File: src/rtl/wb_arb2_rr.sv
// Two-requester round-robin Wishbone arbiter. A request is latched, replayed to the slave, and the response is returned registered.
// A missing slave response is converted into an error by the watchdog.
module wb_arb2_rr #(
    parameter int ADDR_W  = 4,
    parameter int TIMEOUT = 255
) (
    input  logic              clk_i,
    input  logic              rst_n_i,
    input  logic              m0_wb_cyc_i,
    input  logic              m0_wb_stb_i,
    input  logic              m0_wb_we_i,
    input  logic [ADDR_W-1:0] m0_wb_adr_i,
    input  logic [3:0]        m0_wb_sel_i,
    input  logic [31:0]       m0_wb_dat_i,
    output logic              m0_wb_ack_o,
    output logic              m0_wb_err_o,
    output logic              m0_wb_rty_o,
    output logic              m0_wb_stall_o,
    output logic [31:0]       m0_wb_dat_o,
    input  logic              m1_wb_cyc_i,
    input  logic              m1_wb_stb_i,
    input  logic              m1_wb_we_i,
    input  logic [ADDR_W-1:0] m1_wb_adr_i,
    input  logic [3:0]        m1_wb_sel_i,
    input  logic [31:0]       m1_wb_dat_i,
    output logic              m1_wb_ack_o,
    output logic              m1_wb_err_o,
    output logic              m1_wb_rty_o,
    output logic              m1_wb_stall_o,
    output logic [31:0]       m1_wb_dat_o,
    output logic              s_wb_cyc_o,
    output logic              s_wb_stb_o,
    output logic              s_wb_we_o,
    output logic [ADDR_W-1:0] s_wb_adr_o,
    output logic [3:0]        s_wb_sel_o,
    output logic [31:0]       s_wb_dat_o,
    input  logic              s_wb_ack_i,
    input  logic              s_wb_err_i,
    input  logic              s_wb_rty_i,
    input  logic              s_wb_stall_i,
    input  logic [31:0]       s_wb_dat_i
);
    localparam int CNT_W = $clog2(TIMEOUT + 1);

    typedef enum logic [1:0] {IDLE, REQ, WAIT, RESP} state_t;

    state_t              state_q, state_d;
    logic                owner_q, owner_d;
    logic                last_grant_q, last_grant_d;
    logic [CNT_W-1:0]    cnt_q, cnt_d;
    logic                we_q, we_d;
    logic [ADDR_W-1:0]   adr_q, adr_d;
    logic [3:0]          sel_q, sel_d;
    logic [31:0]         wdat_q, wdat_d;
    logic                ack_q, ack_d;
    logic                err_q, err_d;
    logic                rty_q, rty_d;
    logic [31:0]         rdat_q, rdat_d;

    logic [1:0] cand;
    logic       grant_sel;
    logic       owner_cyc;
    logic       slv_resp;

    assign cand      = {m1_wb_cyc_i & m1_wb_stb_i, m0_wb_cyc_i & m0_wb_stb_i};
    // Under contention the requester that did not win last time is chosen.
    assign grant_sel = (cand == 2'b11) ? ~last_grant_q : cand[1];
    assign owner_cyc = owner_q ? m1_wb_cyc_i : m0_wb_cyc_i;
    assign slv_resp  = s_wb_ack_i | s_wb_err_i | s_wb_rty_i;

    always_ff @(posedge clk_i or negedge rst_n_i) begin
        if (!rst_n_i) begin
            state_q      <= IDLE;
            owner_q      <= 1'b0;
            last_grant_q <= 1'b1;
            cnt_q        <= '0;
            we_q         <= 1'b0;
            adr_q        <= '0;
            sel_q        <= '0;
            wdat_q       <= '0;
            ack_q        <= 1'b0;
            err_q        <= 1'b0;
            rty_q        <= 1'b0;
            rdat_q       <= '0;
        end else begin
            state_q      <= state_d;
            owner_q      <= owner_d;
            last_grant_q <= last_grant_d;
            cnt_q        <= cnt_d;
            we_q         <= we_d;
            adr_q        <= adr_d;
            sel_q        <= sel_d;
            wdat_q       <= wdat_d;
            ack_q        <= ack_d;
            err_q        <= err_d;
            rty_q        <= rty_d;
            rdat_q       <= rdat_d;
        end
    end

    always_comb begin
        state_d      = state_q;
        owner_d      = owner_q;
        last_grant_d = last_grant_q;
        cnt_d        = cnt_q;
        we_d         = we_q;
        adr_d        = adr_q;
        sel_d        = sel_q;
        wdat_d       = wdat_q;
        ack_d        = ack_q;
        err_d        = err_q;
        rty_d        = rty_q;
        rdat_d       = rdat_q;
        case (state_q)
            IDLE: begin
                if (|cand) begin
                    state_d      = REQ;
                    owner_d      = grant_sel;
                    last_grant_d = grant_sel;
                    we_d         = grant_sel ? m1_wb_we_i  : m0_wb_we_i;
                    adr_d        = grant_sel ? m1_wb_adr_i : m0_wb_adr_i;
                    sel_d        = grant_sel ? m1_wb_sel_i : m0_wb_sel_i;
                    wdat_d       = grant_sel ? m1_wb_dat_i : m0_wb_dat_i;
                end
            end
            REQ: begin
                if (!owner_cyc) begin
                    state_d = IDLE;
                end else if (!s_wb_stall_i) begin
                    state_d = WAIT;
                    cnt_d   = '0;
                end
            end
            WAIT: begin
                // Abort beats a same-cycle response; a response beats expiry.
                if (!owner_cyc) begin
                    state_d = IDLE;
                end else if (slv_resp) begin
                    state_d = RESP;
                    ack_d   = s_wb_ack_i;
                    err_d   = ~s_wb_ack_i & s_wb_err_i;
                    rty_d   = ~s_wb_ack_i & ~s_wb_err_i & s_wb_rty_i;
                    rdat_d  = (s_wb_ack_i && !we_q) ? s_wb_dat_i : 32'h0;
                end else if (cnt_q == CNT_W'(TIMEOUT)) begin
                    state_d = RESP;
                    ack_d   = 1'b0;
                    err_d   = 1'b1;
                    rty_d   = 1'b0;
                    rdat_d  = 32'h0;
                end else if (cnt_q != {CNT_W{1'b1}}) begin
                    cnt_d = cnt_q + 1'b1;
                end
            end
            default: state_d = IDLE;
        endcase
    end

    always_comb begin
        s_wb_cyc_o    = (state_q == REQ) || (state_q == WAIT);
        s_wb_stb_o    = (state_q == REQ);
        s_wb_we_o     = (state_q == REQ) ? we_q   : 1'b0;
        s_wb_adr_o    = (state_q == REQ) ? adr_q  : '0;
        s_wb_sel_o    = (state_q == REQ) ? sel_q  : 4'h0;
        s_wb_dat_o    = (state_q == REQ) ? wdat_q : 32'h0;
        // Stall is held high while reset is asserted, even with a request pending.
        m0_wb_stall_o = ~(rst_n_i && (state_q == IDLE) && (|cand) && !grant_sel);
        m1_wb_stall_o = ~(rst_n_i && (state_q == IDLE) && (|cand) && grant_sel);
        m0_wb_ack_o   = (state_q == RESP) && !owner_q && ack_q;
        m0_wb_err_o   = (state_q == RESP) && !owner_q && err_q;
        m0_wb_rty_o   = (state_q == RESP) && !owner_q && rty_q;
        m0_wb_dat_o   = ((state_q == RESP) && !owner_q) ? rdat_q : 32'h0;
        m1_wb_ack_o   = (state_q == RESP) && owner_q && ack_q;
        m1_wb_err_o   = (state_q == RESP) && owner_q && err_q;
        m1_wb_rty_o   = (state_q == RESP) && owner_q && rty_q;
        m1_wb_dat_o   = ((state_q == RESP) && owner_q) ? rdat_q : 32'h0;
    end

endmodule

File: config.mk
export PLATFORM = sky130hd
export DESIGN_NAME = wb_arb2_rr
export DESIGN_NICKNAME = d
export VERILOG_FILES = /design/src/rtl/wb_arb2_rr.sv
export SDC_FILE = /design/constraint.sdc
export NUM_CORES = 1
export LEC_CHECK = 0
export BUFFER_PORTS_ARGS = -buffer_cell sky130_fd_sc_hd__buf_2
export CAP_MARGIN = 20
export CORE_MARGIN = 1
export CORE_UTILIZATION = 43
export CTS_BUF_LIST = sky130_fd_sc_hd__clkbuf_8 sky130_fd_sc_hd__clkbuf_16
export DETAILED_ROUTE_END_ITERATION = 8
export PLACE_DENSITY = 0.78
export RECOVER_POWER = 25
export SLEW_MARGIN = 40
export SYNTH_ARGS = -nofsm -noshare
export SYNTH_HDL_FRONTEND = slang
export SYNTH_SLANG_ARGS = --single-unit
File: constraint.sdc
create_clock -name clk_i -period 1.7 [get_ports clk_i]
set_clock_uncertainty 0.05 [all_clocks]
set_input_delay 0.085 -clock clk_i [delete_from_list [all_inputs] [get_ports clk_i]]
set_output_delay 0.085 -clock clk_i [all_outputs]
set_load 0.02 [all_outputs]
; After elaboration in Yosys (flattened, before gate mapping)
; Cells that the tools add are included.
[op_classes]
add_sub_neg = 1
eq_ne = 15
n_mux = 34
bitwise_logic = 12
n_reduce_logical = 25
[op_table]
columns = op, n
row1 = $mux 32, 7
row2 = $mux 8, 6
row3 = $mux 4, 4
row4 = $pmux 8 s2, 1
row5 = $logic_and 1x1->1, 13
row6 = $mux 2, 6
row7 = $ne 2x2->1 const B, 6
row8 = $mux 1, 9
row9 = $add 8x1->8 const B, 1
row10 = $eq 8x8->1 const B, 1
row11 = $ne 8x8->1 const B, 1
row12 = $reduce_and 7->1, 1
row13 = $eq 2x2->1 const B, 3
row14 = $pmux 2 s3, 1
row15 = $reduce_and 3->1, 2
row16 = $and 1x1->1, 5
row17 = $not 1->1, 5
row18 = $ne 4x4->1 const B, 1
row19 = $reduce_bool 2->1, 2
row20 = $logic_not 1->1, 3
row21 = $ne 3x3->1 const B, 1
row22 = $eq 2x1->1 const B, 1
row23 = $logic_not 2->1, 1
row24 = $ne 2x1->1 const B, 1
row25 = other kinds (4), 5
[word_totals]
ff_bits = 88
input_bits = 124
output_inout_bits = 115
word_cells = 99

; Longest topological paths before layout
[logic_depth]
depth_word = 6
depth_mapped = 8
mapped_depth_nobuf = 6

; Least setup slack after synthesis
; No wires, ideal clock.
[synth_timing]
path_type = reg2reg
startpoint = register state_q[0]
endpoint = register cnt_q[4]
t_arrival_ps = 1682
path_slack_ps = -136
path_stages_with_launch = 7
n_path_buf = 0
synth_period_minus_slack_ps = 1836
path_cell_list = dfrtp_1 > inv_1 > ha_1 > nor2b_1 > a31oi_1 > or3_1 > o311ai_1
[synth_via]
elab_chain_len = 3
elab_cells_between_ends = 11
classes_between = 8 x eq/ne / 1 x mux / 2 x reduce/logical
[synth_lines]
columns = element, line
row1 = "start, declared", 47  ; state_t state_q, state_d;
row2 = "start signal, assigned", 86  ; state_q <= state_d;
row3 = $eq 2x2->1 or $eq 2x1->1 (tied branches), 114  ; case (state_q)
row4 = "$ne 2x2->1 (no source line), or another cell as far along", -
row5 = $reduce_and 7->1 (no source line), -
row6 = "end signal, assigned", 89  ; cnt_q <= cnt_d;
row7 = "end, declared", 50  ; logic [CNT_W-1:0] cnt_q, cnt_d;
; Several ways; a longest one is shown, not always the timed one.
; A chain may end at the register's enable or synchronous reset.

; Worst setup path after layout
[layout_timing]
startpoint = register state_q[1]
endpoint = output m1_wb_dat_o[11]
[layout_via]
elab_chain_len = 3
[layout_lines]
columns = element, line
row1 = $eq 2x2->1, 175  ; m1_wb_dat_o = ((state_q == RESP) && owner_q) ? rdat_q : 32'h0;
row2 = $logic_and 1x1->1, 175
row3 = $mux 32, 175
row4 = "end, declared", 30  ; output logic [31:0] m1_wb_dat_o,
; Every way passes these cells.

==> results.yml <==
placement:
  place.gp.congestion: 0.8559
  dpl.cell_count: 914
  portBuffers: 238
  hpwl_um: 9999
logic_synthesis:
  avgSynthCellArea_um2: 9.292
  synth_warnings: 0
  seq_area_frac_synth_pct: 43.99
  synth_top_area_share_pct: 43.47
  yosys.area.top_type: "dfrtp_1"
  synth_nets: 669
  synth_cell_types: 36
  ys_ff_latch: 88
  yosys-top-cells-area: "dfrtp_1, mux2i_1, and2_1"
  syn_area_um2: 5009
  syn_inst: 539
critical_path:
  reg2reg_to: "cnt_q[2]$_DFFE_PN0P_"
  r2r_setup_slack_ns: -0.09
  reg2reg_depth: 6
  start_kind: "flip-flop"
  crit_start: "state_q[1]$_DFFE_PN0P_"
  crit_path_end_kind: "output pin"
  critPathKind: "reg2out"
  arrival_ns: 1.74
  worstPathRequired_ns: 1.56
  crit_fanout: 9
  r2r-start: "state_q[1]$_DFFE_PN0P_"
sta:
  finalCritPeriodShare_pct: 110.3
  maxSlewViolCount: 0
  fmax_mhz: 533.2
  setup_viol: 121
  rsz0062_at_grt: "true"
  setup_tns_ns: -8.645
  period_needed_ns: 1.875
  worstMarginPinSlew_ns: 0.9836
  hold_viol: 0
  fin_ws_ns: -0.1753
  max_slew_margin_pct: 34.43
layout:
  final_util_pct: 71.57
  syn_to_final_growth_pct: 62.48
  fin_cells: 998
  drive_gt1_share_pct: 42.92
  antenna_cells: 0
  final_nets: 980
route:
  wl_per_cell_um: 18.05
  vias: 5292
  drt_iter0_markers: 402
  via_per_inst: 5.303
  drc: 0
  finalWirelength_um: 18020
  detail-route-antenna-nets: 0
  drtPass1Iterations: 5
min_path:
  hold_depth: 3
  hp-class: "in2reg"
  min_delay_worst_endpoint: "wdat_q[13]$_DFFE_PN0P_"
  hold_path.startpoint: "m0_wb_dat_i[13]"
clock_network:
  cts.htree.levels: 3
  clk_pin_slew_ns: 0.06
  cts_root_buf: "clkbuf_16"
  cts_tree: "yes"
  numCtsBuffers: 9
  cts.sinks: 88
  clock_latency_ns: 0.34
  clock_path_buffers: 2
grt:
  grt_first_pass_wirelength_um: 24290
  overflow: 0
  grt_max_degree: 65
  antenna_found_initial: 0
  grt_pass1_vias: 5016
  track_usage_pct: 26.41
power_and_ir_drop:
  clkPwrFrac_pct: 17.5
  p_leak_uw: 0.004182
  seqPwrFrac_pct: 32.6
  power_density_nw_per_um2: 1343
  switching_share_pct: 41.29
  internal-power_uw: 6418
  p_sw_uw: 4514
  peakVddDrop_mv: 1.076
  comb_power_share_pct: 49.8
status:
  violations: "setup timing"
  status: "finished with violations"
run:
  drv_cap: 0
die:
  pin_count: 239
  die_area_um2: 12080
  die_y_um: 109.9
  die_w_um: 109.9
  row_count: 39
  core_um2: 11370
  initial_core_util_pct: 44.05
[critical path, stage by stage, from the launching register on]
cell and delay, ns:
dfrtp_1 0.40, buf_6 0.13, ha_4 0.15, buf_4 0.16
clkbuf_16 0.17, and3_1 0.22, buf_2 0.17
[cell type report]
type	count	area [µm²]
Clock buffer	9	225.2
Clock inverter	7	56.30
Fill cell	756	3232
Inverter	40	150.1
Multi-Input combinational cell	374	2749
Sequential cell	88	2206
Tap cell	143	178.9
Timing Repair Buffer	337	2572
[cell families after synthesis]
kind of cell / count (synthesis) / share of synthesized area [%]
compound gates: 66 / 8.169
fa+ha+maj: 6 / 1.499
buf+inv: 77 / 6.770
flops: 88 / 43.99
mux: 80 / 16.24
simple gates: 222 / 23.33
[stage by stage]
step / hold WS [ns] / worst slack (ns) / power [µW] / cell area (µm²)
2_1_floorplan: -0.2606 / -0.01490 / 6355 / 5026
3_3_place_gp: -0.06652 / -0.009625 / 7752 / 6519
3_5_place_dp: -0.06313 / -0.1703 / 7969 / 6519
4_1_cts: 0.0001860 / -0.1588 / 10460 / 7806
5_1_grt: 0.01571 / -0.2365 / 11580 / 8138
6_report: 0.00002207 / -0.1753 / 10930 / 8138
[per-layer routing]
metal,share of wire [%],vias up,GRT usage (%)
li1,-,2416,-
met1,37,2526,29.83
met2,51,300,46.61
met3,8.3,50,4.979
met4,3.5,0,14.76
met5,0,-,0
[worst max path at each step]
stage | end | cells past startpoint
global placement | cnt_q[6]$_DFFE_PN0P_ | 6
finish | m1_wb_dat_o[11] | 6
CTS | m0_wb_ack_o | 7
detailed placement | rdat_q[26]$_DFFE_PN0P_ | 6
global route | m1_wb_dat_o[11] | 6
floorplan | cnt_q[4]$_DFFE_PN0P_ | 6
[power groups by stage]
| stage | clock, µW | combinational [µW] | sequential [µW] |
|---|---|---|---|
| 2_1_floorplan | 0 | 3060 | 3290 |
| 3_3_place_gp | 0 | 4320 | 3440 |
| 3_5_place_dp | 0 | 4470 | 3500 |
| 4_1_cts | 1950 | 5020 | 3490 |
| 5_1_grt | 2020 | 5910 | 3650 |
| 6_report | 1920 | 5450 | 3570 |
[cells in the mapped netlist]
master,instances
a21o_1,1
a21oi_1,43
a221o_1,4
a22o_1,1
a22oi_1,1
a31oi_1,1
and2_1,76
and3_1,36
buf_1,1
buf_2,7
buf_6,1
buf_8,3
clkbuf_1,25
dfrtp_1,87
dfstp_2,1
ha_1,6
inv_1,40
mux2_1,5
mux2_2,1
mux2_4,1
mux2i_1,73
nand2_1,41
nand3_1,6
nand4_2,1
nor2_1,47
nor2b_1,3
nor3_1,8
nor3_4,1
nor3b_1,1
o2111ai_4,1
o211ai_1,2
o211ai_2,2
o21ai_0,7
o21ai_1,1
o311ai_1,2
or3_1,2
[cell usage in the layout, fill, tap and decap left out, types with 12 or more instances in the layout]
cell,instances
buf_2,182
dfrtp_1,85
mux2i_1,69
and2_1,57
buf_6,50
buf_4,46
nor2_1,45
dlygate4sd3_1,45
a21oi_1,43
inv_1,42
nand2_1,41
and3_1,25
and2_4,19
clkbuf_16,12
[timing repair]
item	4_1_cts	5_1_grt
gates resized for setup	100	78
cloned	4	5
endpoints found under the hold margin	97	0
pin swaps	12	5
buffers inserted	11	5
setup endpoints to repair	153	181
hold buffers	45	0
[sequential cells by signal, summed over array words and instances, names as in the netlist]
name	cells
state_q	2
sel_q	4
last_grant_q	1
wdat_q	32
rty_q	1
cnt_q	8
err_q	1
rdat_q	32
we_q	1
adr_q	4
ack_q	1
owner_q	1
No activity file was read; power rests on OpenSTA's default activity.
